===== config.mk =====
export PLATFORM = sky130hd
export DESIGN_NAME = uart_lb_deframer
export DESIGN_NICKNAME = d
export VERILOG_FILES = /design/src/rtl/uart_lb_deframer.sv
export SDC_FILE = /design/constraint.sdc
export NUM_CORES = 1
export LEC_CHECK = 0
export CAP_MARGIN = 20
export CORE_ASPECT_RATIO = 1.5
export CORE_MARGIN = 2
export CORE_UTILIZATION = 60
export DETAILED_ROUTE_END_ITERATION = 6
export PLACE_DENSITY = 0.8
export SYNTH_ARGS = -nofsm -noshare
export SYNTH_HDL_FRONTEND = slang
export SYNTH_SLANG_ARGS = --single-unit

===== constraint.sdc =====
create_clock -name clk -period 4.58 [get_ports clk]
set_input_delay 0.916 -clock clk [delete_from_list [all_inputs] [get_ports clk]]
set_output_delay 0.916 -clock clk [all_outputs]
set_load 0.005 [all_outputs]

===== src/rtl/uart_lb_deframer.sv =====
// Purpose : lock onto the 0xff..0xff,0x00 preamble in the UART byte stream and
//           reassemble MSB-first NBYTE-byte local-bus command words into a FWFT FIFO.
// Latency : cmdvalid rises on the first edge after the edge that samples the last byte.
// Backpr. : cmd/cmdvalid hold while cmdready is low; a word arriving at a full FIFO is
//           dropped, sets the sticky overflow flag and bumps errcnt.
// Ports   : clk, rstn (async active-low) | rxdata/rxvalid byte strobe in |
//           cmd/cmdvalid/cmdready command out | synced, overflow, errcnt status.
// Option  : define UART_LB_DEFRAMER_TIMEOUT_EN to discard partial words idle for
//           TIMEOUT cycles (counted in errcnt).
module uart_lb_deframer #(
  parameter int NBYTE   = 8,
  parameter int FIFO_AW = 2,
  parameter int NSYNCFF = 15,
  parameter int TIMEOUT = 65535
) (
  input  logic                 clk,
  input  logic                 rstn,
  input  logic [7:0]           rxdata,
  input  logic                 rxvalid,
  output logic [8*NBYTE-1:0]   cmd,
  output logic                 cmdvalid,
  input  logic                 cmdready,
  output logic                 synced,
  output logic                 overflow,
  output logic [15:0]          errcnt
);

  localparam int W     = 8 * NBYTE;
  localparam int BCW   = (NBYTE > 1) ? $clog2(NBYTE) : 1;
  localparam int DEPTH = 2 ** FIFO_AW;
  localparam logic [BCW-1:0] LAST   = BCW'(NBYTE - 1);
  localparam logic [W-1:0]   W_ONES = '1;
  localparam logic [W-1:0]   W_SYNC = {{(W-8){1'b1}}, 8'h00};

  typedef enum logic {HUNT = 1'b0, RUN = 1'b1} state_t;

  state_t           r_state, w_state_nxt;
  logic [4:0]       r_ffcnt, w_ffcnt_nxt;
  logic [BCW-1:0]   r_bytecnt, w_bytecnt_nxt, w_cnt_eff;
  logic [W-1:0]     r_asm, w_asm_nxt, w_word;
  logic             w_push_nxt;
  logic             w_tmo;

  // Completed word staged one cycle before it enters the FIFO.
  logic             r_pvld;
  logic [W-1:0]     r_pdat;

  logic [W-1:0]     r_mem [DEPTH];
  logic [FIFO_AW:0] r_wptr, r_rptr;
  logic             w_empty, w_full, w_pop, w_wr, w_drop;

  logic             r_overflow;
  logic [15:0]      r_errcnt;
  logic [16:0]      w_err_sum;

  assign w_word = {r_asm[W-9:0], rxdata};

  // A byte that lands together with a timeout starts a fresh word.
  assign w_cnt_eff = w_tmo ? '0 : r_bytecnt;

  // ---------------------------------------------------------------- FSM
  always_ff @(posedge clk or negedge rstn) begin
    if (!rstn) begin
      r_state   <= HUNT;
      r_ffcnt   <= '0;
      r_bytecnt <= '0;
      r_asm     <= '0;
      r_pvld    <= 1'b0;
      r_pdat    <= '0;
    end else begin
      r_state   <= w_state_nxt;
      r_ffcnt   <= w_ffcnt_nxt;
      r_bytecnt <= w_bytecnt_nxt;
      r_asm     <= w_asm_nxt;
      r_pvld    <= w_push_nxt;
      if (w_push_nxt) r_pdat <= w_word;
    end
  end

  always_comb begin
    w_state_nxt   = r_state;
    w_ffcnt_nxt   = r_ffcnt;
    w_bytecnt_nxt = w_cnt_eff;
    w_asm_nxt     = r_asm;
    w_push_nxt    = 1'b0;
    case (r_state)
      HUNT: begin
        if (rxvalid) begin
          if (rxdata == 8'hff) begin
            if (r_ffcnt != 5'd31) w_ffcnt_nxt = r_ffcnt + 5'd1;
          end else if (rxdata == 8'h00 && r_ffcnt >= 5'(NSYNCFF)) begin
            w_state_nxt   = RUN;
            w_ffcnt_nxt   = '0;
            w_bytecnt_nxt = '0;
          end else begin
            w_ffcnt_nxt = '0;
          end
        end
      end
      RUN: begin
        if (rxvalid) begin
          w_asm_nxt = w_word;
          if (w_cnt_eff != LAST) begin
            w_bytecnt_nxt = w_cnt_eff + BCW'(1);
          end else begin
            w_bytecnt_nxt = '0;
            if (w_word == W_ONES) begin
              // The eight 0xff bytes already count towards the next preamble,
              // so an aligned ..ff00 word relocks without losing a command.
              w_state_nxt = HUNT;
              w_ffcnt_nxt = 5'd8;
            end else if (w_word != W_SYNC) begin
              w_push_nxt = 1'b1;
            end
          end
        end
      end
      default: w_state_nxt = HUNT;
    endcase
  end

  // ---------------------------------------------------------- idle timeout
`ifdef UART_LB_DEFRAMER_TIMEOUT_EN
  localparam logic [15:0] TMO = 16'(TIMEOUT);
  logic [15:0] r_idle;

  assign w_tmo = (r_state == RUN) && (r_bytecnt != '0) && (r_idle == TMO);

  always_ff @(posedge clk or negedge rstn) begin
    if (!rstn) begin
      r_idle <= '0;
    end else if (r_state != RUN || r_bytecnt == '0 || rxvalid || w_tmo) begin
      r_idle <= '0;
    end else begin
      r_idle <= r_idle + 16'd1;
    end
  end
`else
  assign w_tmo = 1'b0;
`endif

  // ---------------------------------------------------------------- FIFO
  assign w_empty = (r_wptr == r_rptr);
  assign w_full  = (r_wptr[FIFO_AW] != r_rptr[FIFO_AW]) &&
                   (r_wptr[FIFO_AW-1:0] == r_rptr[FIFO_AW-1:0]);
  assign w_pop   = ~w_empty & cmdready;
  // When full, a simultaneous pop frees the head slot the write lands in.
  assign w_wr    = r_pvld & (~w_full | w_pop);
  assign w_drop  = r_pvld & w_full & ~w_pop;

  always_ff @(posedge clk or negedge rstn) begin
    if (!rstn) begin
      for (int i = 0; i < DEPTH; i++) r_mem[i] <= '0;
    end else if (w_wr) begin
      r_mem[r_wptr[FIFO_AW-1:0]] <= r_pdat;
    end
  end

  always_ff @(posedge clk or negedge rstn) begin
    if (!rstn) begin
      r_wptr <= '0;
      r_rptr <= '0;
    end else begin
      if (w_wr)  r_wptr <= r_wptr + 1'b1;
      if (w_pop) r_rptr <= r_rptr + 1'b1;
    end
  end

  // -------------------------------------------------------------- status
  assign w_err_sum = {1'b0, r_errcnt} + 17'(w_drop) + 17'(w_tmo);

  always_ff @(posedge clk or negedge rstn) begin
    if (!rstn) begin
      r_overflow <= 1'b0;
      r_errcnt   <= '0;
    end else begin
      if (w_drop) r_overflow <= 1'b1;
      r_errcnt <= w_err_sum[16] ? 16'hffff : w_err_sum[15:0];
    end
  end

  assign cmd      = r_mem[r_rptr[FIFO_AW-1:0]];
  assign cmdvalid = ~w_empty;
  assign synced   = (r_state == RUN);
  assign overflow = r_overflow;
  assign errcnt   = r_errcnt;

endmodule


==> flow_summary.yaml, run 1 <==
setup_path:
  max_stage_delay_ns: 0.65
  crit_type: "flop to primary output"
  worstPathCellList: "buf_4, mux4_2, clkdlybuf4s50_1"
  critical_path.endpoint_type: "primary output"
  slowest_stage: "dfrtp_4"
  cp_max_fo: 29
  critPathArrivalTime_ns: 2.88
  cp-start-kind: "flop"
  crit_required_ns: 3.66
finish:
  final_common_cell: "dfrtp_1"
  syn_to_final_growth_pct: 15.1
  nNetsFinal: 1191
  stdcell_area_sq_um: 19900
  final_cell_mix: "dfrtp_1, mux2_2, mux2_1"
  drive_above_1_share: 0.343
  num_antenna_cells: 0
  utilization: 0.697
logic_synthesis:
  synth_edf_count: 0
  synth.area.top_cells: "dfrtp_1, mux2_2, mux4_2, mux2_1, buf_4"
  synth_nets: 1088
  synth.distinct_cells: 39
  ys_ff_latch: 409
  async_flop_share: 1.00
  syn_area_sq_um: 17300
  yosys.area.top_type: "dfrtp_1"
  synth-seq-area-share: 0.592
  yosysTopAreaCellShare: 0.592
  syn_inst: 1064
  ys.flop_type: "dfrtp_1"
  yosysWarnings: 0
  syn_area_per_cell_sq_um: 16.2
placement:
  routabilityCongestion: 0.784
  dp_slack_ns: 0.830
  numPortBuffers: 94
  detailedPlacementHpwl_mm: 21.1
  place_area_sq_um: 18600
cts:
  worstSkewPairLatency_ns: 0.54
  post_cts_buffers: 0
  ctsHoldBuffers: 0
  cts_resized: 0
  cts_htree_levels: 2
  cts_sinks: 409
  cts_tree: "yes"
  cts_root_buf: "clkbuf_16"
  cts_made_buffers: 38
  clk_pin_slew_ns: 0.06
  cts_buffer_depth: 3
sta:
  setup_violations: 0
  rsz0062_at_grt: "no"
  fin_crit_sh: 0.829
  slew_viol_final: 0
  clock.fmax_mhz: 263
  setup-tns-final_ns: 0
  hold_violations: 0
  period_minus_slack_ns: 3.80
  fin_ws_ns: 0.783
  max_slew_margin: 0.417
  tightest_slew_ns: 0.875
  skew_ns: 0.0122
floorplan:
  num_io_pins: 95
  die-area_sq_um: 30200
  core_area_sq_um: 28500
  initial_core_util: 0.606
  dieHeight_um: 212
  die_w_um: 143
  num_rows: 76
grt:
  grt_pass1_vias: 10278
  gr-total-overflow: 0
  grt.busiest_layer: "met2"
  grt_pass1_wl_mm: 55.6
  grt_antenna_before_repair: 0
  grt.total_usage: 0.236
  grt_use_met1: 0.307
  grt_max_degree: 113
  met3_usage: 0.0344
  grt_use_met2: 0.414
route:
  drt_iter0_drc: 379
  vias: 9337
  ant_nets: 0
  wl_per_cell_um: 21.8
  drc: 0
  finalWirelength_mm: 33.6
  vias_per_cell: 6.04
  first_pass_iters: 4
job:
  drv_cap: 0
worst_hold_path:
  min_path_type: "input port to asynchronous set/reset pin"
status:
  status: "completed"
power:
  ir_drop_mv: 0.385
  power_density_nw_per_um2: 580
  p_leak_uw: 0.00951
worst max-delay path, delay by kind of cell, from the launching register on:
kind                   cells  cell delay, ns
flip-flops                 1            0.65
buffers and inverters      2            1.06
multiplexers               1            0.61
stage by stage:
stage	power, uW	hold WS, ns	std cells
after floorplan	7070	0.459	1064
after global placement	8140	0.461	1477
after detailed placement	8290	0.461	1477
after CTS	11700	0.474	1544
after global routing	12100	0.498	1545
final	11500	0.432	1545
registers in the layout, indices dropped and copies added, names as in the netlist:
name       count
r_pdat        64
r_ffcnt        5
r_pvld         1
overflow       1
synced         1
r_wptr         3
r_asm         56
r_bytecnt      3
r_rptr         3
errcnt        16
r_mem        256
logic make-up after synthesis:
family | share of synthesized area
simple gates | 0.0287
compound gates | 0.00789
buf+inv | 0.0235
mux | 0.330
xor+xnor | 0.00912
fa+ha+maj | 0.00869
flops | 0.592
worst paths after layout:
kind | endpoint | cells after the start | slack (ns) | startpoint
max | cmd[47] | 3 | 0.78 | r_rptr[0]$_DFFE_PN0P_
min | errcnt[7]$_DFF_PN0_ | 1 | 0.43 | rstn
max reg2reg | errcnt[4]$_DFF_PN0_ | 9 | 1.38 | r_rptr[0]$_DFFE_PN0P_
min reg2reg | overflow$_DFFE_PN0P_ | 1 | 0.47 | overflow$_DFFE_PN0P_
max in group asynchronous | r_mem[83]$_DFFE_PN0P_ | 2 | 3.18 | rstn
min in group clk | overflow$_DFFE_PN0P_ | 1 | 0.47 | overflow$_DFFE_PN0P_
cell usage after synthesis (2+ instances only):
| library cell | number |
|---|---|
| o22ai_1 | 4 |
| nor3_1 | 5 |
| nor2_1 | 10 |
| nand4_1 | 21 |
| or4_1 | 2 |
| dfrtp_1 | 409 |
| mux4_2 | 64 |
| nand2_2 | 3 |
| nand2_1 | 32 |
| buf_1 | 9 |
| ha_1 | 12 |
| o21ai_0 | 3 |
| and3_1 | 3 |
| buf_2 | 10 |
| o311ai_0 | 2 |
| xnor2_1 | 10 |
| buf_8 | 5 |
| a21oi_1 | 6 |
| xor2_1 | 8 |
| nor4_1 | 4 |
| inv_1 | 8 |
| mux2_1 | 127 |
| buf_4 | 24 |
| clkbuf_1 | 7 |
| mux2_2 | 250 |
| nand3_1 | 12 |
| nor2b_1 | 2 |
metal layers:
metal	part of all wire	vias to the layer above
li1	-	4117
met1	0.42	5025
met2	0.53	147
met3	0.030	48
met4	0.021	0
met5	0	-
cell type report:
class,count,area (sq um)
flip-flops and latches,409,10200
fillers,1918,8640
multi-input cells,591,6650
repair buffers,119,1210
clock buffers,55,1130
well taps,351,439
clock inverters,12,196
inverters,8,30.0
report_power, final:
group	switching [uW]	total [uW]	internal [uW]
registers	910	5590	4680
logic	966	2600	1640
clock network	1340	3340	2000
total	3220	11500	8320
Power figures use the tool's default switching activity.
==> run 2, diff against run 1 <==
==> constraint.sdc (replaced) <==
create_clock -name clk -period 3.9 [get_ports clk]
set_input_delay 0.78 -clock clk [delete_from_list [all_inputs] [get_ports clk]]
set_output_delay 0.78 -clock clk [all_outputs]
set_load 0.005 [all_outputs]
==> flow_summary.yaml, run 2 (same netlist as run 1, synthesis figures left out) <==
status:
  status: "completed"
placement:
  numPortBuffers: 94
  routabilityCongestion: 0.769
  place_inst: 1475
  detailedPlacementHpwl_mm: 20.8
grt:
  grt_max_degree: 91
  grt_antenna_before_repair: 0
  grt.total_usage: 0.241
  gr-total-overflow: 0
  grt_pass1_vias: 10326
  grt_pass1_wl_mm: 56.3
cts:
  cts_root_buf: "clkbuf_16"
  worstSkewPairLatency_ns: 0.53
  ctsHoldBuffers: 0
  clk_pin_slew_ns: 0.06
  post_cts_buffers: 0
  cts_resized: 0
  cts_sinks: 409
  cts_htree_levels: 2
  cts_buffer_depth: 3
  cts_made_buffers: 38
  cts_tree: "yes"
sta:
  clock.fmax_mhz: 297
  max_slew_margin: 0.440
  period_minus_slack_ns: 3.36
  setup_violations: 0
  slew_viol_final: 0
  tightest_slew_ns: 0.830
  rsz0062_at_grt: "no"
  hold_violations: 0
  skew_ns: 0.0122
  fin_crit_sh: 0.862
  setup-tns-final_ns: 0
finish:
  final_common_cell: "dfrtp_1"
  final_cell_mix: "dfrtp_1, mux2_2, mux2_1"
  nFillCells: 1889
  syn_to_final_growth_pct: 14.9
  utilization: 0.696
  top_regs: "r_mem (256), r_pdat (64), r_asm (56)"
  num_antenna_cells: 0
  largest_reg_flops: 256
  nNetsFinal: 1188
  top_register: "r_mem"
  drive_above_1_share: 0.340
  fin_cells: 1540
power:
  p_leak_uw: 0.00950
  ir_drop_mv: 0.441
  p_sw_uw: 3790
  p_sw_frac: 0.282
  power_density_nw_per_um2: 677
  combPwrFrac: 0.233
  seqPwrFrac: 0.487
  p_clk_frac: 0.280
  p_int_uw: 9660
route:
  vias_per_cell: 6.06
  ant_nets: 0
  drc: 0
  wl_per_cell_um: 22.4
  first_pass_iters: 4
  finalWirelength_mm: 34.5
  vias: 9339
  drt_iter0_drc: 513
floorplan:
  die_w_um: 143
  core_area_sq_um: 28500
  num_io_pins: 95
  dieHeight_um: 212
  die-area_sq_um: 30200
  initial_core_util: 0.606
  num_rows: 76
setup_path:
  timing.rr.end: "errcnt[9]$_DFF_PN0_"
  critPathArrivalTime_ns: 2.58
  crit_required_ns: 3.12
  r2r_slack_ns: 0.98
  r2r_start: "r_rptr[0]$_DFFE_PN0P_"
  crit_type: "flop to primary output"
  critical_path.endpoint_type: "primary output"
  cp-start-kind: "flop"
  cp_max_fo: 66
  max_stage_delay_ns: 0.64
  worstPathCellList: "buf_12, mux4_2, clkdlybuf4s50_1"
  reg2regPathDepth: 10
  slowest_stage: "mux4_2"
worst_hold_path:
  min_path_type: "input port to asynchronous set/reset pin"
job:
  drv_cap: 0
run 2: cell count changes in the layout (fill, tap and decap cells not counted), sizes merged:
cell      before  now
buf           25   23
bufinv         5    3
clkinv         4    5
clkinvlp       2    1
inv            9    8
run 2: per-stage QoR:
step	cell area, sq um	power [uW]	hold slack (ns)	worst slack (ns)
floorplan	17300	8310	0.459	1.25
global placement	18600	9580	0.460	0.480
detailed placement	18600	9770	0.462	0.349
CTS	19900	13600	0.284	0.468
global route	19900	14100	0.306	0.418
finish	19900	13400	0.252	0.537
run 2: layout make-up:
cell class,instances,area (sq um),area share
timing repair buffer,116,1240,0.0622
clock buffer,56,1140,0.0575
inverter,8,30.0,0.00151
multi-input combinational,591,6650,0.335
sequential,409,10200,0.516
clock inverter,9,123,0.00617
tap,351,439,0.0221
run 2: power groups by stage:
stage / Clock [uW] / Sequential, uW / Combinational (uW)
floorplan: 0 / 6140 / 2170
global placement: 0 / 6520 / 3070
detailed placement: 0 / 6600 / 3160
CTS: 3840 / 6550 / 3200
global route: 4010 / 6720 / 3410
finish: 3760 / 6550 / 3130
run 2: worst max-delay path by stage:
stage | startpoint | cells past startpoint | endpoint
after floorplan | cmdready | 9 | errcnt[7]$_DFF_PN0_
after global placement | cmdready | 10 | errcnt[13]$_DFF_PN0_
after detailed placement | cmdready | 10 | errcnt[7]$_DFF_PN0_
after CTS | r_rptr[0]$_DFFE_PN0P_ | 3 | cmd[11]
after global routing | r_rptr[0]$_DFFE_PN0P_ | 3 | cmd[29]
final | r_rptr[0]$_DFFE_PN0P_ | 3 | cmd[11]
run 2: critical path: cells and delay by family (launching register included):
family,cells,cell delay (ns)
muxes,1,0.64
DFF,1,0.43
buffers and inverters,2,0.95
run 2: metal layers:
layer / vias up / global-route usage / part of all wire
met3: 50 / 0.0319 / 0.028
met2: 153 / 0.425 / 0.54
met5: - / 0 / 0
met1: 5009 / 0.315 / 0.42
met4: 0 / 0.0679 / 0.019
li1: 4127 / - / -
==> run 3, diff against run 2 <==
--- a/config.mk
+++ b/config.mk
@@ -14,3 +14,4 @@
 export SYNTH_ARGS = -nofsm -noshare
 export SYNTH_HDL_FRONTEND = slang
 export SYNTH_SLANG_ARGS = --single-unit
+export TNS_END_PERCENT = 50
==> results of run 3 <==
Same layout as run 2: the final DEF is identical, and so are final timing and power.
